### src/rtl/parity_frame_rx_if.sv
// Serial-in / framed-word-out bundle for parity_frame_rx.
// The receiver connects through the slave modport; the line driver and consumer use master.
interface parity_frame_rx_if #(
  parameter int DATA_W = 3
);
  logic              bit_en;
  logic              rx_in;
  logic [DATA_W-1:0] out_data;
  logic              out_valid;
  logic              out_ready;
  logic              par_err;
  logic              frm_err;
  logic              overrun;
  logic [2:0]        dbg_state;

  // out_valid/out_ready: a word moves on any rising edge where both are 1. Once raised,
  // out_valid stays high and out_data/par_err/frm_err stay put until that edge happens.
  // out_ready has no effect while out_valid is 0.
  modport master (
    output bit_en, rx_in, out_ready,
    input  out_data, out_valid, par_err, frm_err, overrun, dbg_state
  );

  modport slave (
    input  bit_en, rx_in, out_ready,
    output out_data, out_valid, par_err, frm_err, overrun, dbg_state
  );
endinterface

### src/rtl/parity_frame_rx.sv
// Strobed serial frame receiver: start, DATA_W bits LSB first, even parity, stop.
// Define ERR_COUNT_EN to add the saturating 8-bit err_cnt output.
module parity_frame_rx #(
  parameter int DATA_W = 3
) (
  input  logic              clk,
  input  logic              rst,
  parity_frame_rx_if.slave  bus
`ifdef ERR_COUNT_EN
  ,
  output logic [7:0]        err_cnt
`endif
);

  typedef enum logic [2:0] {
    S_IDLE   = 3'd0,
    S_DATA   = 3'd1,
    S_PARITY = 3'd2,
    S_STOP   = 3'd3,
    S_BREAK  = 3'd4
  } state_t;

  localparam int                CNT_W    = $clog2(DATA_W + 1);
  localparam logic [CNT_W-1:0]  LAST_BIT = CNT_W'(DATA_W - 1);
  localparam logic [DATA_W-1:0] MSB_MASK = DATA_W'(1) << (DATA_W - 1);

  state_t            state_q;
  logic [CNT_W-1:0]  cnt_q;
  logic [DATA_W-1:0] shift_q;
  logic [DATA_W-1:0] shift_d;
  logic              par_bit_q;
  logic [DATA_W-1:0] out_data_q;
  logic              out_valid_q;
  logic              par_err_q;
  logic              par_err_d;
  logic              frm_err_q;
  logic              frm_err_d;
  logic              overrun_q;
  logic              stop_edge;
  logic              xfer;
  logic              load;
  logic              drop;

  // Bits enter at the MSB so that after DATA_W shifts the first bit sits at bit 0.
  always_comb begin
    stop_edge = bus.bit_en && (state_q == S_STOP);
    xfer      = out_valid_q && bus.out_ready;
    load      = stop_edge && (!out_valid_q || bus.out_ready);
    drop      = stop_edge && out_valid_q && !bus.out_ready;
    shift_d   = (shift_q >> 1) | (bus.rx_in ? MSB_MASK : '0);
    par_err_d = (^shift_q) ^ par_bit_q;
    frm_err_d = ~bus.rx_in;
  end

  always_ff @(posedge clk or posedge rst) begin
    if (rst) begin
      state_q     <= S_IDLE;
      cnt_q       <= '0;
      shift_q     <= '0;
      par_bit_q   <= 1'b0;
      out_data_q  <= '0;
      out_valid_q <= 1'b0;
      par_err_q   <= 1'b0;
      frm_err_q   <= 1'b0;
      overrun_q   <= 1'b0;
    end else begin
      overrun_q <= drop;
      if (load) begin
        out_valid_q <= 1'b1;
        out_data_q  <= shift_q;
        par_err_q   <= par_err_d;
        frm_err_q   <= frm_err_d;
      end else if (xfer) begin
        out_valid_q <= 1'b0;
      end
      if (bus.bit_en) begin
        case (state_q)
          S_IDLE: begin
            cnt_q <= '0;
            if (!bus.rx_in) state_q <= S_DATA;
          end
          S_DATA: begin
            shift_q <= shift_d;
            if (cnt_q == LAST_BIT) begin
              cnt_q   <= '0;
              state_q <= S_PARITY;
            end else begin
              cnt_q <= cnt_q + CNT_W'(1);
            end
          end
          S_PARITY: begin
            par_bit_q <= bus.rx_in;
            state_q   <= S_STOP;
          end
          S_STOP:  state_q <= bus.rx_in ? S_IDLE : S_BREAK;
          // A held-low line is a break, never a fresh start bit.
          S_BREAK: if (bus.rx_in) state_q <= S_IDLE;
          default: state_q <= S_IDLE;
        endcase
      end
    end
  end

  assign bus.out_data  = out_data_q;
  assign bus.out_valid = out_valid_q;
  assign bus.par_err   = par_err_q;
  assign bus.frm_err   = frm_err_q;
  assign bus.overrun   = overrun_q;
  assign bus.dbg_state = state_q;

`ifdef ERR_COUNT_EN
  logic [7:0] err_cnt_q;
  logic       err_inc;

  // Delivery with an error flag and a drop are both tied to the stop edge, so at most one fires.
  assign err_inc = (load && (par_err_d || frm_err_d)) || drop;

  always_ff @(posedge clk or posedge rst) begin
    if (rst) begin
      err_cnt_q <= '0;
    end else if (err_inc && (err_cnt_q != 8'hFF)) begin
      err_cnt_q <= err_cnt_q + 8'd1;
    end
  end

  assign err_cnt = err_cnt_q;
`endif

endmodule

### src/flat_wrapper.sv
// flat-port wrapper written by rule: the top's interface ports become plain ports
module parity_frame_rx_flat 
#(
  parameter int DATA_W = 3
)
  (clk, rst, bus_bit_en, bus_rx_in, bus_out_ready, bus_out_data, bus_out_valid, bus_par_err, bus_frm_err, bus_overrun, bus_dbg_state);
  parity_frame_rx_if #(.DATA_W(DATA_W)) bus_i ();
  input  logic clk;
  input  logic rst;
  input wire logic [$bits(bus_i.bit_en)-1:0] bus_bit_en;
  input wire logic [$bits(bus_i.rx_in)-1:0] bus_rx_in;
  input wire logic [$bits(bus_i.out_ready)-1:0] bus_out_ready;
  output wire logic [$bits(bus_i.out_data)-1:0] bus_out_data;
  output wire logic [$bits(bus_i.out_valid)-1:0] bus_out_valid;
  output wire logic [$bits(bus_i.par_err)-1:0] bus_par_err;
  output wire logic [$bits(bus_i.frm_err)-1:0] bus_frm_err;
  output wire logic [$bits(bus_i.overrun)-1:0] bus_overrun;
  output wire logic [$bits(bus_i.dbg_state)-1:0] bus_dbg_state;
  assign bus_i.bit_en = bus_bit_en;
  assign bus_i.rx_in = bus_rx_in;
  assign bus_i.out_ready = bus_out_ready;
  assign bus_out_data = bus_i.out_data;
  assign bus_out_valid = bus_i.out_valid;
  assign bus_par_err = bus_i.par_err;
  assign bus_frm_err = bus_i.frm_err;
  assign bus_overrun = bus_i.overrun;
  assign bus_dbg_state = bus_i.dbg_state;
  parity_frame_rx #(.DATA_W(DATA_W)) u_core (.clk(clk), .rst(rst), .bus(bus_i));
endmodule
### config.mk
export PLATFORM = sky130hd
export DESIGN_NAME = parity_frame_rx_flat
export DESIGN_NICKNAME = d
export VERILOG_FILES = /design/src/rtl/parity_frame_rx_if.sv /design/src/rtl/parity_frame_rx.sv /design/src/flat_wrapper.sv
export SDC_FILE = /design/constraint.sdc
export NUM_CORES = 1
export LEC_CHECK = 0
export ABC_AREA = 1
export CAP_MARGIN = 20
export CORE_MARGIN = 2
export CORE_UTILIZATION = 52
export DETAILED_ROUTE_END_ITERATION = 7
export MAX_ROUTING_LAYER = met4
export PLACE_DENSITY = 0.84
export SETUP_SLACK_MARGIN = 0.2
export SYNTH_ARGS = -nofsm -noshare
export SYNTH_HDL_FRONTEND = slang
export SYNTH_SLANG_ARGS = --single-unit
### constraint.sdc
create_clock -name clk -period 1.7 [get_ports clk]
set_input_delay 0.425 -clock clk [delete_from_list [all_inputs] [get_ports clk]]
set_output_delay 0.425 -clock clk [all_outputs]
set_load 0.05 [all_outputs]
[Word-level counts from Yosys, hierarchy flattened]
Index checks and enable logic that the tools add are counted.
Storage, ports and cells
  register bits after elaboration: 16
  input port bits: 5
  output and inout bits: 10
  word-level logic and storage cells: 47
Operators by class
  add/subtract/negate cells: 1
  equal/unequal tests: 8
  muxes and demuxes: 10
  bitwise logic cells: 3
  reductions and logical operators: 16
Operator list (count)
  3-bit two-way mux: 5
  3-bit one-hot mux with 5 select lines: 1
  3-bit by 2-bit equality test with 1-bit output, second input constant: 2
  2-bit AND reduction: 3
  1-bit logical AND: 5
  2-bit inequality test, second input constant: 2
  2-bit one-hot mux with 2 select lines: 1
  4-bit AND reduction: 1
  2-bit nonzero test: 2
  3-bit by 1-bit equality test with 1-bit output, second input constant: 1
  3-bit equality test, second input constant: 1
  3-bit logical NOT: 1
  2-bit by 3-bit OR with 3-bit output: 1
  3-bit parity: 1
  2-bit by 1-bit adder with 2-bit output, second input constant: 1
  2-bit equality test, second input constant: 1
  1-bit logical NOT: 2
  1-bit two-way mux: 2
  2-bit two-way mux: 1
  2-bit by 1-bit inequality test with 1-bit output, second input constant: 1
  1-bit logical OR: 1
  1-bit inverter: 1
  1-bit bitwise XOR: 1

[Depth between registers and ports, before layout]
  word-level depth: 4
  depth in mapped cells: 6

[Least setup slack after synthesis]
OpenSTA, ideal clock, no wires.
  path kind: reg-to-reg
  start point: reg u_core.state_q[1] (netlist: u_core.bus.dbg_state[1])
  end point: reg u_core.state_q[2] (netlist: u_core.bus.dbg_state[2])
  library setup time: 119 ps
  data arrival time: 1345 ps
  path slack: 237 ps
  stages on the path, launching flop included: 7
  clock period less this slack: 1463 ps
  path through: dfrtp_1 > buf_2 > nor2_1 > nand3_1 > nand3_1 > nand2_1 > nand2_1
On the way
  longest elaborated chain between the ends: 3
RTL lines
  start, declared: line parity_frame_rx.sv:27  | state_t state_q;
  start signal, assigned: line parity_frame_rx.sv:95  | S_STOP: state_q <= bus.rx_in ? S_IDLE : S_BREAK;
  3-bit by 1-bit equality test with 1-bit output (tied with other cells): line parity_frame_rx.sv:77  | case (state_q)
  2-bit by 1-bit inequality test with 1-bit output (no source line) or 2-bit inequality test (tied branches)
  4-bit AND reduction (no source line)
Several ways; a longest one is shown, not always the timed one.
A chain may end at the register's enable or synchronous reset.

[Worst setup path in the final report]
  start point: reg u_core.state_q[1] (netlist: u_core.bus.dbg_state[1])
  end point: out bus_dbg_state[1]
RTL lines
  end, declared: line flat_wrapper.sv:18  | output wire logic [$bits(bus_i.dbg_state)-1:0] bus_dbg_state;
No word-level cell between the ends.

==> impl_metrics.csv <==
group,metric,value,unit
clock_network,worstSkewPairLatency,0.28,ns
floorplanning,core,1330,sq um
timing,fin_setup_tns,0,ns
setup_path,crit_type,"flip-flop to primary output",
job,maxCapViolCount,0,
clock_network,clkTransAtPathRegs,0.09,ns
timing,slew_viol_final,0,
placement,placed_cells,119,
grt,grt_pass1_vias,572,
timing,worst_pin_slew,0.224,ns
route,ant_nets,0,
setup_path,cp_max_fo,9,
route,drt_iter0_drc,11,
power_and_ir_drop,power.internal,1.06,mW
power_and_ir_drop,seqPwrFrac,36.6,%
clock_network,ctsHoldBuffers,0,
synth,async_flop_share,100,%
setup_path,end_kind,"primary output",
timing,setup_violations,0,
route,wl_per_cell,11.2,um
synth,syn_area_per_cell,8.48,sq um
synth,synth_fp_nets,95,
floorplanning,ios,15,
route,post-route-drc-count,0,
synth,synth-edff-count,0,
power_and_ir_drop,p_leak,0.500,nW
synth,ys_seq_area_share,52.5,%
final_layout,syn_to_final_growth,28.4,%
power_and_ir_drop,power_density,2030,nW/um^2
clock_network,cts-buffers-inserted,3,
power_and_ir_drop,comb_power_share,51.1,%
clock_network,htreeDepth,1,
route,vias,620,
route,via_per_inst,5.04,
setup_path,worst_ep_required_time,1.27,ns
setup_path,path_delay_family,"flip-flops",
final_layout,layout.nets,114,
route,drtPass1Iterations,4,
setup_path,crit_arrival,0.97,ns
setup_path,cp_num_buf_inv,1,
final_layout,fillers,99,
floorplanning,die_w,42.3,um
timing,fin_crit,1.39,ns
min_path,hold_path.class,"input pin to async pin",
power_and_ir_drop,ir_drop,1040,uV
setup_path,start_kind,"flip-flop",
timing,fin_skew,0.00561,ns
clock_network,postCtsSetupBuffers,0,
clock_network,numClockSinks,16,
setup_path,crit_slowest_cell,"dfrtp_2",
timing,hold_viol,0,
grt,antenna_found_initial,0,
power_and_ir_drop,clkPwrFrac,12.3,%
route,routed_wl,1.38,mm
setup_path,path_cells,"buf_12",
power_and_ir_drop,p_sw_share,46.8,%
placement,place.gp.congestion,0.732,
setup_path,critPathMaxStageDelay,0.50,ns
floorplanning,die_area,1790,sq um
grt,track_usage,18.7,%
synth,yosysUniqueCellTypes,18,
grt,grt_start_max_net_pins,17,
placement,port_buffers,14,
floorplanning,die_h,42.3,um
timing,slew_headroom,85.0,%
synth,synth_cells,90,
run_status,outcome,"completed",
timing,fmax,718,MHz
grt,grt-ovfl-total,0,
floorplanning,rows,13,
grt,grt_pass1_wl,2.47,mm
synth,yosysWarnings,0,
final_layout,antenna_cells,0,
timing,fin_crit_sh,81.9,%
floorplanning,start_util,57.2,%
power_and_ir_drop,power.switching,930,uW
synth,ys_ff_latch,16,
synth,synth_flop_cell,"dfrtp_1",
clock_network,cts_tree,"yes",
placement,place_hpwl,1.06,mm
synth,syn_area,763,sq um
final_layout,drive_above_1_share,24.1,%
clock_network,cts-root-buf,"clkbuf_4",
timing,rsz0062_at_grt,"no",
final_layout,final_cells,123,
clock_network,cts_buffer_depth,2,
-- final timing paths --
path	to	depth (start not counted)	from	slack, ns
max	bus_dbg_state[1]	1	u_core.bus.dbg_state[1]	0.31
min	u_core.bus.overrun	3	rst	0.43
max reg2reg	u_core.shift_q[1]	4	u_core.bus.dbg_state[1]	0.51
min reg2reg	u_core.bus.out_data[0]	2	u_core.bus.out_data[0]	0.49
max in group asynchronous	u_core.bus.dbg_state[0]	3	rst	1.07
min in group clk	u_core.bus.out_data[0]	2	u_core.bus.out_data[0]	0.49
-- cells in the final DEF, fill, tap and decap left out --
cell	Yosys	routed
nand2_1	30	30
dfrtp_1	16	13
buf_4	0	9
inv_1	8	8
nor2_1	6	6
o21ai_1	5	5
nand3_1	4	4
clkdlybuf4s50_1	0	4
nand4_1	3	3
clkbuf_4	0	3
buf_12	0	3
dfrtp_2	0	3
inv_2	2	2
nand2_2	2	2
o21ai_0	2	2
o22ai_1	2	2
xor2_1	2	2
xnor2_1	2	2
nand4_2	1	1
nor3b_4	1	1
nand3_2	1	1
nor3_1	1	1
clkbuf_8	0	1
-- cells by family after synthesis --
logic type / share of synthesized area [%]
xor+xnor: 4.59
buf+inv: 6.23
compound gates: 6.23
simple gates: 30.5
flops: 52.5
-- metrics by stage --
step | cell area, sq um | total power, mW | hold slack (ns) | utilization, % | setup slack (ns)
floorplan | 763 | 1.41 | 0.339 | - | 0.237
global placement | 940 | 1.72 | 0.461 | 70.5 | 0.106
detailed placement | 940 | 1.75 | 0.475 | 70.5 | 0.0433
CTS | 977 | 2.00 | 0.437 | 73.3 | 0.211
global route | 980 | 2.13 | 0.485 | 73.5 | 0.274
finish | 980 | 1.99 | 0.434 | 73.5 | 0.307
-- area by class of cell --
class / count / area (sq um) / area share [%]
repair buffers: 16 / 168 / 17.1
flip-flops and latches: 16 / 404 / 41.3
multi-input cells: 62 / 315 / 32.2
inverters: 10 / 37.5 / 3.83
clock buffers: 4 / 36.3 / 3.70
well taps: 15 / 18.8 / 1.92
-- what timing repair did --
action / in CTS / in global routing
hold endpoints to repair: 0 / 0
endpoints found under the setup margin: 1 / 2
gates resized for setup: 1 / 2
-- power by group through the flow --
stage               registers [mW]  logic, mW  clock network (mW)
floorplan                    0.952      0.463                   0
global placement             0.718      0.998                   0
detailed placement           0.727       1.02                   0
CTS                          0.722       1.02               0.251
global route                 0.754       1.10               0.271
finish                       0.727       1.02               0.244
-- registers in the layout (all words and copies together), names as in the netlist --
register	count
u_core.bus.out_valid	1
u_core.bus.dbg_state	3
u_core.bus.par_err	1
u_core.bus.out_data	3
u_core.cnt_q	2
u_core.bus.overrun	1
u_core.par_bit_q	1
u_core.shift_q	3
u_core.bus.frm_err	1
-- synth_stat cells (all sizes together) (2+ instances only) --
master,number,share of area (%)
o21ai,7,4.6
o22ai,2,1.6
buf,2,1.3
nand2,32,16
nor2,6,3.0
inv,10,4.9
xnor2,2,2.3
nand4,4,4.1
xor2,2,2.3
dfrtp,16,52
nand3,5,3.9
-- layer usage --
metal | GRT usage, % | vias to the layer above | part of all wire (%)
met5 | - | - | 0
met4 | 7.50 | 0 | 0.80
met3 | 3.88 | 2 | 5.2
met2 | 29.8 | 14 | 48
met1 | 23.2 | 279 | 46
li1 | - | 325 | -
(Power assumes the default switching activity.)
